===== src/rtl/controle_ula_mc_if.sv =====
// rtl/controle_ula_mc_if.sv - issue/decode and mul/div sequencer bundle for controle_ula_mc
interface controle_ula_mc_if #(
    parameter int CTRL_W = 5,
    parameter int CNT_W  = 5
);
    logic              valid_in;
    logic              flush;
    logic [3:0]        ALUOp;
    logic [5:0]        funct;
    logic              valid_out;
    logic [CTRL_W-1:0] ALUControl;
    logic              shamt;
    logic              JumpRegister;
    logic              illegal;
    logic              busy;
    logic              md_start;
    logic              md_step;
    logic [CNT_W-1:0]  md_count;
    logic              md_done;
    logic              hilo_we;

    modport master (
        output valid_in, flush, ALUOp, funct,
        input  valid_out, ALUControl, shamt, JumpRegister, illegal,
        input  busy, md_start, md_step, md_count, md_done, hilo_we
    );

    modport slave (
        input  valid_in, flush, ALUOp, funct,
        output valid_out, ALUControl, shamt, JumpRegister, illegal,
        output busy, md_start, md_step, md_count, md_done, hilo_we
    );
endinterface


===== src/rtl/controle_ula_mc.sv =====
// rtl/controle_ula_mc.sv - registered ALU-control decode with iterative mul/div sequencer
module controle_ula_mc #(
    parameter int CTRL_W  = 5,
    parameter int MD_ITER = 32,
    parameter int CNT_W   = $clog2(MD_ITER)
) (
    input  logic clock,
    input  logic reset_n,
    controle_ula_mc_if.slave bus
);
    typedef enum logic [1:0] {IDLE, RUN, DONE} state_t;

    localparam logic [CNT_W-1:0] LAST_ITER = CNT_W'(MD_ITER - 1);

    state_t     state;
    logic [4:0] dec_code;
    logic       dec_shamt;
    logic       dec_jr;
    logic       dec_illegal;
    logic       dec_md;
    logic       accept;

    always_comb begin
        dec_code    = 5'd0;
        dec_shamt   = 1'b0;
        dec_jr      = 1'b0;
        dec_illegal = 1'b0;
        if (bus.ALUOp == 4'b1111) begin
            case (bus.funct)
                6'b100000: dec_code = 5'b00000;
                6'b100010: dec_code = 5'b00001;
                6'b100100: dec_code = 5'b00101;
                6'b100101: dec_code = 5'b00110;
                6'b100110: dec_code = 5'b00111;
                6'b100111: dec_code = 5'b01111;
                6'b101010: dec_code = 5'b00011;
                6'b101011: dec_code = 5'b00100;
                6'b000000: begin dec_code = 5'b01001; dec_shamt = 1'b1; end
                6'b000010: begin dec_code = 5'b01010; dec_shamt = 1'b1; end
                6'b000011: begin dec_code = 5'b01011; dec_shamt = 1'b1; end
                6'b000100: dec_code = 5'b01001;
                6'b000110: dec_code = 5'b01010;
                6'b000111: dec_code = 5'b01011;
                6'b001000: begin dec_code = 5'b01100; dec_jr = 1'b1; end
                6'b011000: dec_code = 5'b10000;
                6'b011001: dec_code = 5'b10001;
                6'b011010: dec_code = 5'b10010;
                6'b011011: dec_code = 5'b10011;
                6'b010000: dec_code = 5'b10100;
                6'b010010: dec_code = 5'b10101;
                default:   dec_illegal = 1'b1;
            endcase
        end else if (bus.ALUOp <= 4'd8) begin
            dec_code = {1'b0, bus.ALUOp};
        end
    end

    // MULT/MULTU/DIV/DIVU occupy funct 0110xx
    assign dec_md = (bus.ALUOp == 4'b1111) && (bus.funct[5:2] == 4'b0110);
    assign accept = bus.valid_in && (state != RUN) && !bus.flush;

    always_ff @(posedge clock or negedge reset_n) begin
        if (!reset_n) begin
            state            <= IDLE;
            bus.valid_out    <= 1'b0;
            bus.ALUControl   <= '0;
            bus.shamt        <= 1'b0;
            bus.JumpRegister <= 1'b0;
            bus.illegal      <= 1'b0;
            bus.busy         <= 1'b0;
            bus.md_start     <= 1'b0;
            bus.md_step      <= 1'b0;
            bus.md_count     <= '0;
            bus.md_done      <= 1'b0;
            bus.hilo_we      <= 1'b0;
        end else if (bus.flush) begin
            // ALUControl/shamt keep their last value: nothing was accepted
            state            <= IDLE;
            bus.valid_out    <= 1'b0;
            bus.JumpRegister <= 1'b0;
            bus.illegal      <= 1'b0;
            bus.busy         <= 1'b0;
            bus.md_start     <= 1'b0;
            bus.md_step      <= 1'b0;
            bus.md_count     <= '0;
            bus.md_done      <= 1'b0;
            bus.hilo_we      <= 1'b0;
        end else begin
            bus.valid_out    <= accept;
            bus.JumpRegister <= accept && dec_jr;
            bus.illegal      <= accept && dec_illegal;
            if (accept) begin
                bus.ALUControl <= CTRL_W'(dec_code);
                bus.shamt      <= dec_shamt;
            end
            bus.md_start <= 1'b0;
            bus.md_done  <= 1'b0;
            bus.hilo_we  <= 1'b0;
            case (state)
                RUN: begin
                    if (bus.md_count == LAST_ITER) begin
                        state        <= DONE;
                        bus.busy     <= 1'b0;
                        bus.md_step  <= 1'b0;
                        bus.md_done  <= 1'b1;
                        bus.hilo_we  <= 1'b1;
                    end else begin
                        bus.md_count <= bus.md_count + CNT_W'(1);
                        bus.md_step  <= 1'b1;
                    end
                end
                default: begin
                    // IDLE and DONE both accept; DONE chains straight into RUN
                    if (accept && dec_md) begin
                        state        <= RUN;
                        bus.busy     <= 1'b1;
                        bus.md_start <= 1'b1;
                        bus.md_step  <= 1'b1;
                        bus.md_count <= '0;
                    end else begin
                        state        <= IDLE;
                        bus.busy     <= 1'b0;
                        bus.md_step  <= 1'b0;
                        bus.md_count <= '0;
                    end
                end
            endcase
        end
    end
endmodule


===== src/flat_wrapper.sv =====
// flat-port wrapper written by rule: the top's interface ports become plain ports
module controle_ula_mc_flat 
#(
    parameter int CTRL_W  = 5,
    parameter int MD_ITER = 32,
    parameter int CNT_W   = $clog2(MD_ITER)
)
  (clock, reset_n, bus_valid_in, bus_flush, bus_ALUOp, bus_funct, bus_valid_out, bus_ALUControl, bus_shamt, bus_JumpRegister, bus_illegal, bus_busy, bus_md_start, bus_md_step, bus_md_count, bus_md_done, bus_hilo_we);
  controle_ula_mc_if #(.CTRL_W(CTRL_W), .CNT_W(CNT_W)) bus_i ();
  input  logic clock;
  input  logic reset_n;
  input wire logic [$bits(bus_i.valid_in)-1:0] bus_valid_in;
  input wire logic [$bits(bus_i.flush)-1:0] bus_flush;
  input wire logic [$bits(bus_i.ALUOp)-1:0] bus_ALUOp;
  input wire logic [$bits(bus_i.funct)-1:0] bus_funct;
  output wire logic [$bits(bus_i.valid_out)-1:0] bus_valid_out;
  output wire logic [$bits(bus_i.ALUControl)-1:0] bus_ALUControl;
  output wire logic [$bits(bus_i.shamt)-1:0] bus_shamt;
  output wire logic [$bits(bus_i.JumpRegister)-1:0] bus_JumpRegister;
  output wire logic [$bits(bus_i.illegal)-1:0] bus_illegal;
  output wire logic [$bits(bus_i.busy)-1:0] bus_busy;
  output wire logic [$bits(bus_i.md_start)-1:0] bus_md_start;
  output wire logic [$bits(bus_i.md_step)-1:0] bus_md_step;
  output wire logic [$bits(bus_i.md_count)-1:0] bus_md_count;
  output wire logic [$bits(bus_i.md_done)-1:0] bus_md_done;
  output wire logic [$bits(bus_i.hilo_we)-1:0] bus_hilo_we;
  assign bus_i.valid_in = bus_valid_in;
  assign bus_i.flush = bus_flush;
  assign bus_i.ALUOp = bus_ALUOp;
  assign bus_i.funct = bus_funct;
  assign bus_valid_out = bus_i.valid_out;
  assign bus_ALUControl = bus_i.ALUControl;
  assign bus_shamt = bus_i.shamt;
  assign bus_JumpRegister = bus_i.JumpRegister;
  assign bus_illegal = bus_i.illegal;
  assign bus_busy = bus_i.busy;
  assign bus_md_start = bus_i.md_start;
  assign bus_md_step = bus_i.md_step;
  assign bus_md_count = bus_i.md_count;
  assign bus_md_done = bus_i.md_done;
  assign bus_hilo_we = bus_i.hilo_we;
  controle_ula_mc #(.CTRL_W(CTRL_W), .MD_ITER(MD_ITER), .CNT_W(CNT_W)) u_core (.clock(clock), .reset_n(reset_n), .bus(bus_i));
endmodule

===== config.mk =====
export PLATFORM = sky130hd
export DESIGN_NAME = controle_ula_mc_flat
export DESIGN_NICKNAME = d
export VERILOG_FILES = /design/src/rtl/controle_ula_mc_if.sv /design/src/rtl/controle_ula_mc.sv /design/src/flat_wrapper.sv
export SDC_FILE = /design/constraint.sdc
export NUM_CORES = 1
export LEC_CHECK = 0
export BUFFER_PORTS_ARGS = -buffer_cell sky130_fd_sc_hd__buf_2
export CAP_MARGIN = 10
export CELL_PAD_IN_SITES_DETAIL_PLACEMENT = 1
export CELL_PAD_IN_SITES_GLOBAL_PLACEMENT = 2
export CORE_AREA = 2 2 68 70
export CTS_CLUSTER_SIZE = 24
export DETAILED_ROUTE_END_ITERATION = 10
export DIE_AREA = 0 0 70 72
export PLACE_DENSITY_LB_ADDON = 0.15
export SETUP_SLACK_MARGIN = 0.15
export SYNTH_ARGS = -nofsm -noshare
export SYNTH_HDL_FRONTEND = slang
export SYNTH_SLANG_ARGS = --single-unit

===== constraint.sdc =====
create_clock -name clock -period 2.24 [get_ports clock]
set_clock_uncertainty 0.15 [all_clocks]
set_input_delay 0.224 -clock clock [delete_from_list [all_inputs] [get_ports clock]]
set_output_delay 0.224 -clock clock [all_outputs]
set_load 0.02 [all_outputs]

After elaboration in Yosys (flattened, before gate mapping)
Index checks and enable logic that the tools add are counted.
{"block": "op_classes", "order_cmp": 1, "eq_ne": 27, "n_mux": 31, "n_reduce_logical": 14, "bitwise": 1, "n_addsub": 1}
{"operator": "5-bit case mux with 17 select lines", "n": 1}
{"operator": "6-bit == test, second input constant", "n": 8}
{"operator": "6-bit by 5-bit == test with 1-bit output, second input constant", "n": 6}
{"operator": "1-bit two-way mux", "n": 22}
{"operator": "21-bit OR reduction", "n": 1}
{"operator": "5-bit two-way mux", "n": 4}
{"operator": "6-bit by 3-bit == test with 1-bit output, second input constant", "n": 3}
{"operator": "6-bit by 2-bit == test with 1-bit output, second input constant", "n": 2}
{"operator": "6-bit by 4-bit == test with 1-bit output, second input constant", "n": 1}
{"operator": "1-bit logical AND", "n": 6}
{"operator": "6-bit logical NOT", "n": 1}
{"operator": "2-bit two-way mux", "n": 3}
{"operator": "2-bit OR reduction", "n": 3}
{"operator": "5-bit by 1-bit adder with 5-bit output, second input constant", "n": 1}
{"operator": "5-bit == test, second input constant", "n": 1}
{"operator": "4-bit by 3-bit == test with 1-bit output, second input constant", "n": 1}
{"operator": "4-bit == test, second input constant", "n": 1}
{"operator": "4-bit less-or-equal comparator, second input constant", "n": 1}
{"operator": "4-bit two-way mux", "n": 1}
{"operator": "3-bit by 2-bit inequality test with 1-bit output, second input constant", "n": 1}
{"operator": "3-bit inequality test, second input constant", "n": 1}
{"operator": "3-bit OR reduction", "n": 1}
{"operator": "2-bit by 1-bit == test with 1-bit output, second input constant", "n": 1}
{"operator": "2-bit by 1-bit inequality test with 1-bit output, second input constant", "n": 1}
{"operator": "3 further kinds", "n": 3}
{"block": "word_totals", "register_bits": 20, "inputBits": 14, "out_inout_bits": 19}

Logic depth before layout (Yosys ltp)
Gate-level depths: netlist of the first run.
{"block": "depth", "ltp_word": 7, "depth_mapped": 8, "ltp_nobuf": 7}

Least setup slack after synthesis of the first run
No wires, ideal clock.
{"block": "synth_timing", "path_kind": "flip-flop to flip-flop", "from": "register u_core.bus.md_count[0]", "to": "register u_core.bus.md_count[3]", "setup_ns": 0.130, "path_stages_with_launch": 9, "required_time_ns": 1.960, "arrival_ns": 1.605, "path_slack_ns": 0.355, "cell_sequence": "dfrtp_1 > ha_1 > and3_1 > ha_1 > clkbuf_1 > inv_1 > nand4_1 > xor2_1 > nor2_1"}
{"block": "synth_via", "elab_chain_cells": 4, "word_cells_on_any_way": 6, "classes_between": "add/sub (1); eq/ne (2); mux (3)"}
{"element": "start: declaration", "line_no": "controle_ula_mc_if.sv:31", "rtl": "output busy, md_start, md_step, md_count, md_done, hilo_we"}
{"element": "start signal: assignment", "line_no": "controle_ula_mc.sv:108", "rtl": "bus.md_count <= bus.md_count + CNT_W'(1);"}
{"element": "5-bit by 1-bit adder with 5-bit output", "line_no": "controle_ula_mc.sv:108"}
{"element": "5-bit two-way mux", "line_no": "controle_ula_mc.sv:101", "rtl": "if (bus.md_count == LAST_ITER) begin"}
{"element": "5-bit two-way mux", "line_no": "controle_ula_mc.sv:99", "rtl": "case (state)"}
{"element": "5-bit two-way mux", "line_no": "controle_ula_mc.sv:76", "rtl": "end else if (bus.flush) begin"}
Parallel ways exist; a longest one is shown, timed or not. The select of a mux whose other input is x is not followed.
A chain may end at the register's enable or synchronous reset.

Final worst setup path of the first run
Same ends and word-level chain as after synthesis.

==> results of run 1 <==
## state kept, by name (all words and copies together), names as in the netlist
register	cells
u_core.bus.illegal	1
u_core.bus.md_done	1
u_core.bus.md_step	1
u_core.bus.md_count	5
u_core.bus.ALUControl	5
u_core.bus.valid_out	1
u_core.bus.md_start	1
u_core.state	2
u_core.bus.shamt	1
u_core.bus.JumpRegister	1
## Yosys cell counts (all sizes together) (2+ instances only)
cell / instances
o31ai: 2
nor3b: 3
o22ai: 2
or3: 3
nor4b: 2
ha: 2
o21ai: 4
nor3: 2
or3b: 2
nand2b: 5
a21oi: 3
inv: 4
buf: 10
o32a: 2
mux2i: 5
dfrtp: 19
nand2: 6
or2: 3
xor2: 2
nand3: 2
clkbuf: 3
o41ai: 2
a211oi: 3
o32ai: 2
nor2: 14
nand4: 3
nor4: 2
nor2b: 7
xnor2: 2
## metrics by stage
stage          util (%)  std cells  total power [W]  cell area, µm²  setup slack (ps)
2_1_floorplan         -        136         0.000457            1280               355
3_3_place_gp       33.5        207         0.000502            1430               435
3_5_place_dp       33.5        207         0.000505            1430               387
4_1_cts            34.8        212         0.000741            1480               395
5_1_grt            34.8        212         0.000772            1480               311
6_report           34.8        212         0.000733            1480               419
## worst reg2reg max path: cells and delay by family, from the launching register on
| kind | cells | cell delay (ps) |
|---|---|---|
| XOR/XNOR | 1 | 150 |
| adder cells (fa/ha/maj) | 2 | 510 |
| buffers and inverters | 1 | 140 |
| flip-flops | 1 | 420 |
| AND/OR/NAND/NOR | 3 | 350 |
## final timing paths
path / depth (start not counted) / slack [ps] / from / endpoint
worst max-delay path: 7 / 420 / u_core.bus.md_count[0] / u_core.bus.md_count[3]
worst min-delay path: 3 / 90 / bus_ALUOp[3] / u_core.bus.ALUControl[3]
max in group asynchronous: 2 / 1360 / reset_n / u_core.state[0]
min in group asynchronous: 2 / 290 / reset_n / u_core.bus.md_start
worst max register to register: 7 / 420 / u_core.bus.md_count[0] / u_core.bus.md_count[3]
worst min register to register: 2 / 350 / u_core.bus.ALUControl[1] / u_core.bus.ALUControl[1]
## cells by family (layout without fill, tap and decap cells)
group | count (synthesis) | count (layout) | synth area share (%)
and+or+nand+nor | 62 | 62 | 30.3
AOI/OAI and AO/OA | 26 | 26 | 16.4
DFF | 19 | 19 | 37.2
buffers and inverters | 18 | 42 | 7.44
muxes | 5 | 5 | 3.91
xor gates and xnor gates | 4 | 4 | 2.74
adders and majority gates | 2 | 2 | 1.96
## layer usage
metal | part of all wire (%) | GRT usage [%] | vias up
li1 | - | - | 542
met1 | 50 | 19.8 | 553
met2 | 44 | 21.2 | 31
met3 | 4.5 | 1.81 | 4
met4 | 1.5 | 5.13 | 0
met5 | 0 | 0 | -
## layout make-up
type                       count  area [µm²]  share of cell area [%]
multi-input combinational     99         708                    47.8
sequential                    19         475                    32.1
timing repair buffer          33         170                    11.5
tap                           52        65.1                    4.39
clock buffer                   4        45.0                    3.04
inverter                       5        18.8                    1.27
## repair_timing
| item | 4_1_cts | 5_1_grt |
|---|---|---|
| endpoints found under the hold margin | 19 | 0 |
| hold buffers | 1 | 0 |
| endpoints found under the setup margin | 0 | 0 |
## power breakdown
| part | switching [W] | internal, W | leakage [nW] |
|---|---|---|---|
| Combinational | 0.0000895 | 0.0000513 | 0.408 |
| Sequential | 0.00000407 | 0.000353 | 0.260 |
| Clock | 0.000110 | 0.000126 | 0.0228 |
==> impl_metrics.json, run 1 <==
{
  "outcome": "complete, no violations",
  "vias_per_cell": 5.33,
  "grt_pass1_wl_mm": 5.63,
  "min_period_ps": 1820,
  "syn_area_um2": 1280,
  "fmax_mhz": 549,
  "place_congestion": 0.740,
  "synthCells": 136,
  "syn_nets": 152,
  "routed_wl_mm": 3.28,
  "syn_to_final_growth_pct": 15.9,
  "ys_seq_area_share_pct": 37.2,
  "critPathLaunchType": "flop",
  "core_region_area_um2": 4260,
  "peakVddDrop_mv": 0.179,
  "synth.distinct_cells": 50,
  "synth-edff-count": 0,
  "die_w_um": 70,
  "drive_gt1_share_pct": 26.9,
  "die_h_um": 72,
  "cts_root_buffer": "clkbuf_8",
  "port_buffers": 32,
  "crit_chain": "ha_1, and3_1, ha_1, inv_1, nand4_1, xor2_1, nor2_1",
  "tns_ps": 0,
  "drc": 0,
  "final_cell_mix": "32 x buf_2, 19 x dfrtp_1, 14 x nor2_1",
  "final_common_cell": "buf_2",
  "vias": 1130,
  "fin_crit_sh_pct": 81.3,
  "slowest_stage": "dfrtp_1",
  "critPathRequiredTime_ps": 2230,
  "max-clock-path-buffers": 2,
  "clk_latency_ps": 250,
  "grt_remaining_overflow": 0,
  "synth_area_leaders": "dfrtp_1 37%, nor2_1 4.1%, mux2i_1 3.9%",
  "p_leak_nw": 0.692,
  "max-slew-margin-rel_pct": 71.5,
  "synth_top_area_share_pct": 37.2,
  "cts_tree": "yes",
  "critPathTopFamily": "adder cells",
  "grt_use_total_pct": 13.7,
  "path_clk_slew_ps": 70,
  "ys_warn_count": 0,
  "io_pins": 33,
  "cp.arrival_ps": 1810,
  "post_drt_wl_per_cell_um": 15.5,
  "initial_core_util_pct": 30.0,
  "min_path_type": "input port to flop",
  "grt_pass1_vias": 1079,
  "cp-end-kind": "flop",
  "cts_buffers": 3,
  "cts_sinks": 19,
  "crit_type": "flop to flop",
  "whs_ps": 88.7,
  "max_stage_delay_ps": 420,
  "critPathMaxFanout": 7,
  "ant_nets": 0,
  "hpwlAfterDp_mm": 2.46,
  "core.rowCount": 24,
  "dr.pass1.iters": 4,
  "setup_viol": 0,
  "worstMarginPinSlew_ps": 427,
  "diodes": 0,
  "power.density_nw_per_um2": 495,
  "final_hold_viol_count": 0,
  "num-fill-cells": 529,
  "post_cts_buffers": 0,
  "rsz0062_at_grt": "false",
  "die_area_um2": 5040,
  "max_cap_violations": 0,
  "synth.avg_cell_area_um2": 9.40,
  "drtIter0Drc": 38,
  "htreeDepth": 1,
  "antenna_found_initial": 0,
  "slew_violations": 0,
  "synth-seq-cells": 19,
  "synth-async-reset-ratio_pct": 100,
  "synth_top_flop_cell": "dfrtp_1",
  "synth_area_leader_cell": "dfrtp_1",
  "grt_max_degree": 22,
  "final_nets": 177,
  "cts_resized": 0,
  "cpMostUsedCell": "ha_1",
  "crit_buf_inv": 1
}
No activity file was read; power rests on OpenSTA's default activity.
==> run 2, diff against run 1 <==
clock period = 1.7 ns   (was 2.24 ns; I/O delays follow)
==> impl_metrics.json, run 2 (synthesized netlist as in run 1, its figures left out) <==
{
  "vias_per_cell": 5.12,
  "final_nets": 201,
  "max-clock-path-buffers": 2,
  "cts_tree": "yes",
  "path_clk_slew_ps": 70,
  "antenna_found_initial": 0,
  "core.rowCount": 24,
  "final_hold_viol_count": 0,
  "highest_layer": "met4",
  "max-slew-margin-rel_pct": 71.1,
  "final_core_util_pct": 40.9,
  "drc": 0,
  "core_region_area_um2": 4260,
  "vias": 1208,
  "cp.arrival_ps": 1580,
  "slew_violations": 0,
  "holdPathStages": 3,
  "die_h_um": 72,
  "min_path_type": "input port to flop",
  "post_drt_wl_per_cell_um": 16.0,
  "num-fill-cells": 501,
  "drtIter0Drc": 36,
  "cts_sinks": 19,
  "met3_length_um": 93,
  "crit_type": "flop to flop",
  "rsz0062_at_grt": "true",
  "final_cell_mix": "32 x buf_2, 23 x buf_4, 16 x dfrtp_1",
  "cts_buffers": 3,
  "die_area_um2": 5040,
  "cts_root_buffer": "clkbuf_8",
  "grt_pass1_vias": 1290,
  "top_regs": "u_core.bus.ALUControl: 5 flops, u_core.bus.md_count: 5 flops, u_core.state: 2 flops",
  "crit_chain": "ha_4, and3_4, ha_4, inv_4, nand4_1, xor2_1, nor2_1",
  "place_congestion": 0.754,
  "syn_to_final_growth_pct": 36.5,
  "port_buffers": 32,
  "r2r_slack_ps": 110,
  "drive_gt1_share_pct": 44.6,
  "fin_crit_sh_pct": 93.4,
  "worstMarginPinSlew_ps": 433,
  "clk_latency_ps": 250,
  "worst-r2r-cell-count": 7,
  "wl_met2_mm": 2.02,
  "outcome": "complete, no violations",
  "grt_remaining_overflow": 0,
  "htreeDepth": 1,
  "slowest_stage": "dfrtp_2",
  "fmax_mhz": 629,
  "grt_pass1_wl_mm": 6.13,
  "final_common_cell": "buf_2",
  "cp-end-kind": "flop",
  "setup_viol": 0,
  "routed_wl_mm": 3.78,
  "die_w_um": 70,
  "ant_nets": 0,
  "hpwlAfterDp_mm": 2.98,
  "io_pins": 33,
  "initial_core_util_pct": 30.0,
  "dr.pass1.iters": 4,
  "max_stage_delay_ps": 430,
  "grt_max_degree": 20,
  "max_cap_violations": 0,
  "grt_use_total_pct": 15.2,
  "critPathLaunchType": "flop",
  "peakVddDrop_mv": 0.234,
  "critPathMaxFanout": 4,
  "wl_met1_mm": 1.63,
  "p_leak_nw": 0.807,
  "power.total_w": 0.00100,
  "cpMostUsedCell": "ha_4",
  "power.density_nw_per_um2": 573,
  "diodes": 0,
  "critPathRequiredTime_ps": 1690,
  "min_period_ps": 1590
}
[run 2: cell types whose count changed in the layout (fill, tap and decap cells not counted), sizes merged]
cell    change
clkbuf      -1
buf        +24
clkinv      +1
[run 2: final cells by class]
type                            instances  area, µm²  area share (%)
Clock buffer                            3       41.3            2.37
Inverter                                5       22.5            1.29
Timing Repair Buffer                   57        354            20.3
Tap cell                               52       65.1            3.73
Sequential cell                        19        479            27.5
Multi-Input combinational cell         99        778            44.6
Clock inverter                          1       5.00           0.287
[run 2: final timing paths]
path | from | endpoint
worst max-delay path | u_core.bus.md_count[0] | u_core.bus.md_count[3]
worst max register to register | u_core.bus.md_count[0] | u_core.bus.md_count[3]
worst min-delay path | bus_ALUOp[3] | u_core.bus.ALUControl[3]
min in group asynchronous | reset_n | u_core.bus.ALUControl[1]
max in group asynchronous | reset_n | u_core.state[0]
worst min register to register | u_core.bus.shamt | u_core.bus.shamt
[run 2: power breakdown]
part	total, W	switching [W]	leakage (nW)	internal [W]
Sequential	0.000470	0.00000554	0.255	0.000465
Clock	0.000306	0.000143	0.0255	0.000162
Combinational	0.000224	0.000129	0.526	0.0000948
Total	0.00100	0.000278	0.807	0.000722
[run 2: what timing repair did]
action | 4_1_cts | 5_1_grt
hold buffers | 1 | 0
endpoints found under the hold margin | 19 | 0
pin swaps | 5 | 8
endpoints found under the setup margin | 12 | 8
resized for setup | 5 | 5
buffers inserted | 3 | 5
[run 2: layer usage]
| metal | global-route usage [%] | up-vias |
|---|---|---|
| met2 | 29.6 | 19 |
| met4 | 5.13 | 0 |
| met3 | 1.53 | 2 |
| met1 | 17.4 | 597 |
| met5 | 0 | - |
| li1 | - | 590 |
[run 2: stage by stage]
stage                     hold WS [ps]  setup TNS, ps  area, µm²  cells  setup WS [ps]
after floorplan                   -276          -20.9       1320    136          -20.9
after global placement           -10.6              0       1570    223           36.4
after detailed placement         -13.6          -11.6       1570    223          -11.6
after CTS                         27.5              0       1680    231           94.3
after global routing              54.3              0       1750    236           68.4
final                             35.1              0       1750    236            111
[run 2: worst max-delay path: cells and delay by family (launching register included)]
kind                     cells  cell delay (ps)
flip-flops                   1              430
adder cells (fa/ha/maj)      2              340
AND/OR/NAND/NOR              3              340
XOR/XNOR                     1              170
buffers and inverters        1               50
